File: config.mk
export PLATFORM = sky130hd
export DESIGN_NAME = lock_code_writer
export DESIGN_NICKNAME = d
export VERILOG_FILES = /design/src/rtl/lock_code_writer.sv
export SDC_FILE = /design/constraint.sdc
export NUM_CORES = 1
export LEC_CHECK = 0
export ABC_AREA = 0
export BUFFER_PORTS_ARGS = -buffer_cell sky130_fd_sc_hd__buf_2
export CORE_ASPECT_RATIO = 1.2
export CORE_MARGIN = 1
export CORE_UTILIZATION = 55
export CTS_BUF_LIST = sky130_fd_sc_hd__clkbuf_4
export CTS_CLUSTER_DIAMETER = 200
export DETAILED_ROUTE_END_ITERATION = 10
export PLACE_DENSITY = 0.86
export SYNTH_ARGS = -nofsm -noshare
export SYNTH_HDL_FRONTEND = slang
export SYNTH_SLANG_ARGS = --single-unit
File: constraint.sdc
create_clock -name clk -period 4.99 [get_ports clk]
set_input_delay 0.7485 -clock clk [delete_from_list [all_inputs] [get_ports clk]]
set_output_delay 0.7485 -clock clk [all_outputs]
set_load 0.005 [all_outputs]
File: src/rtl/lock_code_writer.sv
// Programming side of the coded lock: a two-entry confirm sequence on the
// switches and debounced key replaces the 4-bit code fed to the lock comparator.
module lock_code_writer #(
  parameter logic [3:0]  DEFAULT_CODE   = 4'b0101,
  parameter int unsigned TIMEOUT_CYCLES = 60000000,
  parameter int unsigned HOLD_CYCLES    = 12000000
) (
  input  logic       clk,
  input  logic       rst,
  input  logic [3:0] sw,
  input  logic       key_pulse,
  input  logic       prog_en,
  input  logic       unlocked,
  output logic [3:0] code,
  output logic       busy,
  output logic       led_prog,
  output logic       led_err,
  output logic [8:0] seg_led
);

  localparam int unsigned T_MAX = (TIMEOUT_CYCLES > HOLD_CYCLES) ? TIMEOUT_CYCLES : HOLD_CYCLES;
  localparam int unsigned TW    = $clog2(T_MAX + 1);
  localparam logic [TW-1:0] T_TIMEOUT_LAST = TW'(TIMEOUT_CYCLES - 1);
  localparam logic [TW-1:0] T_HOLD_LAST    = TW'(HOLD_CYCLES - 1);

  typedef enum logic [2:0] {
    S_IDLE,
    S_ENTER1,
    S_ENTER2,
    S_COMMIT,
    S_DONE,
    S_ERROR
  } state_t;

  state_t        state;
  state_t        state_nx;
  logic [3:0]    first;
  logic [TW-1:0] timer;
  logic          capture;

  always_comb begin
    state_nx = state;
    capture  = 1'b0;
    unique case (state)
      S_IDLE: begin
        if (key_pulse && prog_en && unlocked) state_nx = S_ENTER1;
      end
      // Abort outranks a key pulse; a key pulse outranks the timeout.
      S_ENTER1: begin
        if (!prog_en || !unlocked) begin
          state_nx = S_IDLE;
        end else if (key_pulse) begin
          if (sw == 4'b0000) begin
            state_nx = S_ERROR;
          end else begin
            capture  = 1'b1;
            state_nx = S_ENTER2;
          end
        end else if (timer == T_TIMEOUT_LAST) begin
          state_nx = S_ERROR;
        end
      end
      S_ENTER2: begin
        if (!prog_en || !unlocked) begin
          state_nx = S_IDLE;
        end else if (key_pulse) begin
          state_nx = (sw == first) ? S_COMMIT : S_ERROR;
        end else if (timer == T_TIMEOUT_LAST) begin
          state_nx = S_ERROR;
        end
      end
      S_COMMIT: state_nx = S_DONE;
      S_DONE, S_ERROR: begin
        if (timer == T_HOLD_LAST) state_nx = S_IDLE;
      end
      default: state_nx = S_IDLE;
    endcase
  end

  // Every accepted key pulse changes state, so clearing on a state change
  // also covers the restart-on-pulse case.
  always_ff @(posedge clk or posedge rst) begin
    if (rst) begin
      state <= S_IDLE;
      first <= '0;
      timer <= '0;
      code  <= DEFAULT_CODE;
    end else begin
      state <= state_nx;
      if (capture) first <= sw;
      if (state == S_COMMIT) code <= first;
      if (state_nx != state) begin
        timer <= '0;
      end else if (state != S_IDLE && timer != '1) begin
        timer <= timer + 1'b1;
      end
    end
  end

  always_comb begin
    busy     = (state != S_IDLE);
    led_prog = !(state == S_ENTER1 || state == S_ENTER2);
    led_err  = (state != S_ERROR);
    unique case (state)
      S_IDLE:           seg_led = 9'h03f;
      S_ENTER1:         seg_led = 9'h006;
      S_ENTER2:         seg_led = 9'h05b;
      S_COMMIT, S_DONE: seg_led = 9'h05e;
      S_ERROR:          seg_led = 9'h079;
      default:          seg_led = 9'h03f;
    endcase
  end

endmodule

* Word level (Yosys, flattened, before mapping)
Cells that the tools add are included.
** Word-level totals
- Memories :: 0
- Logic and storage cells :: 47
- Input bits :: 9
- Latch bits :: 0
- RAM bits :: 0
- Register bits after elaboration :: 37
- Output and inout port bits :: 16
- Memory bits (read-only) :: 0
** Operators by class
- Reduce and logical (&&, ||, !) cells :: 14
- Bitwise logic cells :: 0
- Equal/unequal tests :: 11
- Order comparisons :: 0
- Add/sub/neg operators :: 1
- Multiply operators :: 0
- Muxes and demuxes :: 17
- Div/mod/pow operators :: 0
- Shift-type cells :: 0
** Operator list (number)
- 26-bit two-way mux :: 2
- 7-bit one-hot mux with 4 select lines :: 1
- 3-bit two-way mux :: 9
- 26-bit by 1-bit adder with 26-bit output (second input constant) :: 1
- 26-bit by 24-bit equality test with 1-bit output (second input constant) :: 1
- 26-bit equality test (second input constant) :: 1
- 26-bit != test (second input constant) :: 1
- 3-bit one-hot mux with 5 select lines :: 1
- 3-bit by 2-bit equality test with 1-bit output (second input constant) :: 2
- 3-bit equality test (second input constant) :: 2
- 4-bit equality test :: 1
- 4-bit logical NOT :: 1
- 1-bit two-way mux :: 4
- 2-bit OR reduction :: 2
- 3-bit by 1-bit equality test with 1-bit output (second input constant) :: 1
- 1-bit logical AND :: 3
- 1-bit logical NOT :: 3
- 3-bit logical NOT :: 1
- 3-bit != test :: 1
- 3-bit != test (second input constant) :: 1
- 3-bit nonzero test :: 1
- 1-bit logical OR :: 2
- 2-bit nonzero test :: 1

* Depth between registers and ports, before layout
- Word-level depth :: 7
- Gate-level depth with buffers :: 8
- Depth with buffers taken out :: 7

* Worst setup path before layout
Ideal clock, no wire load.
- Kind :: input port to flip-flop
- From :: input sw[3]
- To :: register timer[17]
- Data arrival time :: 2.057 ns
- Cell stages on the path :: 6
- Setup slack :: 2.863 ns
- Path through :: o41ai_1 nor2_1 o22ai_1 o221ai_4 buf_8 nor2_2
** On the way
- Word-level cells in the longest chain between the ends :: 7
- Elaborated cells between the ends (all ways) :: 12
** RTL lines
- from (decl) :: RTL line 10 : input logic [3:0] sw,
- 4-bit equality test or 4-bit logical NOT (tied branches) :: RTL line 67, 53
- 3-bit two-way mux, on equally long branches :: RTL line 67, 53
- 3-bit two-way mux, on equally long branches :: RTL line 66, 52
- 3-bit two-way mux, on equally long branches :: RTL line 64, 50
- 3-bit one-hot mux with 5 select lines * :: RTL line 44 : unique case (state)
- 3-bit != test * :: RTL line 92 : if (state_nx != state) begin
- 26-bit two-way mux or 2-bit nonzero test (tied branches)
- to (signal assigned) :: RTL line 95 : timer <= timer + 1'b1;
- to (decl) :: RTL line 38 : logic [TW-1:0] timer;
Every way passes the cells marked *; elsewhere a longest branch is shown, timed or not.
A chain may end at the register's enable or synchronous reset.

* Worst setup path in the final report
- From :: register timer[0]
- To :: register timer[16]
** On the way
- Word-level cells in the longest chain between the ends :: 7
- Elaborated cells between the ends (all ways) :: 16
** RTL lines (RTL line)
- 26-bit equality test :: 59, 68
- 3-bit two-way mux :: 59, 68
- 3-bit two-way mux, on equally long branches :: 66, 52
- 3-bit two-way mux, on equally long branches :: 64, 50
- 3-bit one-hot mux with 5 select lines :: 44
- 3-bit != test :: 92
- 26-bit two-way mux or 2-bit nonzero test (tied branches)
Several ways; a longest one is shown, not always the timed one. The select of a mux whose other input is x is not followed.

==> metrics.md <==
| Metric | Value |
|---|---|
| Outcome | finished, final reports clean |
| Post-synthesis sequential area ratio | 0.407 |
| Vias per cell | around 5.7 |
| Post-CTS setup buffers | 0 |
| Leak | 0.00100 uW |
| Initial antenna violation count | 0 |
| Worst Hold Margin | 0.486 ns |
| Max Slew Vio Count | 0 |
| DRT Pass-1 Iters | 4 |
| Post-route DRC violation count | 0 |
| WP data arrival | 2.81 ns |
| CTS Hold Bufs | 0 |
| # IOs | 25 |
| Synth async-reset ratio | 1.00 |
| Post-route ant nets | 0 |
| Time the worst path needs with I/O delays and setup | 2.62 ns |
| PwrDens | 372 nW/um2 |
| Diodes inserted | 0 |
| Nets | 262 |
| Peak supply drop | about 0.2 mV |
| CP startpoint | timer[0]$_DFFE_PP0P_ |
| Placed cells | ~300 |
| Worst-Skew Late Latency | between 0.3 and 0.4 ns |
| Fmax | 0.381 GHz |
| Worst Setup End Kind | flip-flop |
| Synthesis Warnings | 0 |
| Synth top cells by count | 35 x dfrtp_1, 22 x xor2_1, 20 x nor2_2 |
| Area delta synth->final | 8.01% |
| Share of the synthesized area in the top cell type | 0.384 |
| Most numerous cell in the Yosys netlist | dfrtp_1 |
| WL final | between 4 and 5 mm |
| Relative slew margins | 0.324 |
| All-Layer GR Usage | 0.209 |
| Vias in the first global route | around 1600 |
| Multi-input logic area | ~1300 um2 |
| Met1 wire length | 1.87 mm |
| TritonCTS clock tree | yes |
| Largest net degree at the start of global routing | 38 |
| Grt ovf | 0 |
| Non-Filler Instances | 307 |
| CORE AREA | approximately 3900 um2 |
| Root Buffer | clkbuf_4 |
| Routability Congestion | approximately 0.86 |
| H-tree depth | 2 |
| Synthesized area per cell | 9.91 um2 |
| Clk sinks | 37 |
| Die outline area | 4410 um2 |
| Cells after Synth | 230 |
| Total CTS buffers | 5 |
| HP Class | input pin to async pin |
| Register area | approximately 930 um2 |
| # setup viols final | 0 |
| Max-Cap Viols | 0 |
| Die W | 60.8 um |
| DR vias | 1765 |
| Max stage delay on crit path | ~0.83 ns |
| Worst-path cell chain | ha_1 > nand4_1 > nor4_2 > a21oi_1 > o221ai_4 > nor3_1 |
| WL per Instance | 13.9 um |
| Worst setup path class | flip-flop to flip-flop |
| DP HPWL | 3.10 mm |
| Cell area after layout | 2460 um2 |
| Leading area contributor after synthesis | dfrtp_1 |
| Worst EP required | 5.18 ns |
| Critical Path Start Type | flip-flop |
| Max Used Layer | met4 |
| Layout cell share with drive strength beyond 1 | 0.289 |
| Count of state elements after synthesis | 37 |
| Starting DRT DRC Count | ~110 |
| CP max FO | 26 |
| Site Rows | 25 |
| Reg2reg start | timer[0]$_DFFE_PP0P_ |
| Metal3 WL | roughly 210 um |
| Mapped Area | approximately 2300 um2 |
| Post_cts resized | 0 |
| Tcrit/Tclk final | 0.525 |
| Worst Tran Pin Value | 1.01 ns |
| Number of port buffers | 22 |
| Post-synth top flop | dfrtp_1 |
| Met2 WL post-DR | 2.14 mm |
| Synth cell types | 51 |
| Global-route wire length before repair | 6.98 mm |
| Synth top area cells | dfrtp_1 38%, xor2_1 8.5%, nor2_2 5.5%, mux2_2 4.0%, nand3_1 3.7% |
| # fillers | ~340 |
| CTS Buffer Depth | 2 |
| Max stage delay cell, worst path | o221ai_4 |
| Post-synth EDFFs | 0 |
| Clock slew at reported path FFs | between 0.1 and 0.15 ns |
| Final hold vios | 0 |
| Area after DPL | ~2400 um2 |
| RSZ-0062 raised after global routing | false |
| Skew final | ~0.011 ns |
| Starting Density | 0.578 |
| Die H | ~73 um |
| Setup_tns | 0 ns |
==> cell type report <==
class                           count  share of cell area
Inverter                            3             0.00457
Clock inverter                      3              0.0168
Tap cell                           54              0.0274
Timing Repair Buffer               23              0.0478
Sequential cell                    37               0.377
Clock buffer                        5              0.0152
Multi-Input combinational cell    182               0.511
==> path summary, 6_finish.rpt <==
path | to | slack, ns | cells after the start
worst max-delay path | timer[16]$_DFFE_PP0P_ | 2.37 | 6
worst min-delay path | first[1]$_DFFE_PP0P_ | 0.49 | 3
worst max register to register | timer[16]$_DFFE_PP0P_ | 2.37 | 6
worst min register to register | code[1]$_DFFE_PP0P_ | 0.52 | 1
max in group asynchronous | code[2]$_DFFE_PP1P_ | 4.17 | 3
min in group clk | code[1]$_DFFE_PP0P_ | 0.52 | 1
==> routing by layer <==
metal	vias to the layer above	GRT usage
met5	-	0
met4	0	0.0707
met3	8	0.0517
met2	53	0.357
met1	848	0.252
li1	856	-
==> placed cells by master, fill, tap and decap left out, types with 2 or more instances in the layout <==
cell	synthesis	final
nor3_2	3	3
nor2_1	16	16
a21oi_1	2	2
dfrtp_1	35	35
o21ai_0	8	8
mux2i_1	3	3
dfstp_2	2	2
nor2_2	20	20
a31oi_1	3	3
nand4_1	9	9
clkbuf_4	0	5
and3_1	4	4
o21a_1	2	2
buf_2	2	22
or3_1	2	2
nand4bb_1	2	2
mux2_2	8	8
nor3_1	5	5
xor2_1	22	22
nand2b_1	3	3
nand3_1	17	17
nand2_1	19	19
conb_1	1	2
nor4_2	2	2
xnor2_1	6	6
and2_1	2	2
inv_1	3	3
==> cell families after synthesis <==
kind of cell | share of synthesized area
adder cells (fa/ha/maj) | 0.00549
AO/OA/AOI/OAI | 0.0999
flip-flops | 0.407
XOR/XNOR | 0.108
multiplexers | 0.0527
AND/OR/NAND/NOR | 0.283
other | 0.00164
buffers and inverters | 0.0423
==> registers in the layout, indices dropped and copies added, names as in the netlist <==
signal and count:
timer 26, state 3, first 4, code 4
==> worst max-delay path: cells and delay by family, from the launching register on <==
| kind | cells | cell delay [ns] |
|---|---|---|
| flops | 1 | 0.43 |
| simple gates | 3 | 0.74 |
| fa+ha+maj | 1 | 0.24 |
| compound gates | 2 | 1.04 |
==> through the flow <==
stage               power (uW)  setup slack, ns  utilization
CTS                        918             2.36        0.625
detailed placement         714             2.29        0.605
finish                     916             2.37        0.625
global route               974             2.21        0.625
floorplan                  654             2.86            -
global placement           702             2.31        0.605
==> power by group <==
part	leakage (uW)	switching (uW)	internal [uW]
Clock	0.0000389	102	104
Combinational	0.000481	124	108
Sequential	0.000483	104	373
Total	0.00100	330	585
No activity file was read; power rests on OpenSTA's default activity.
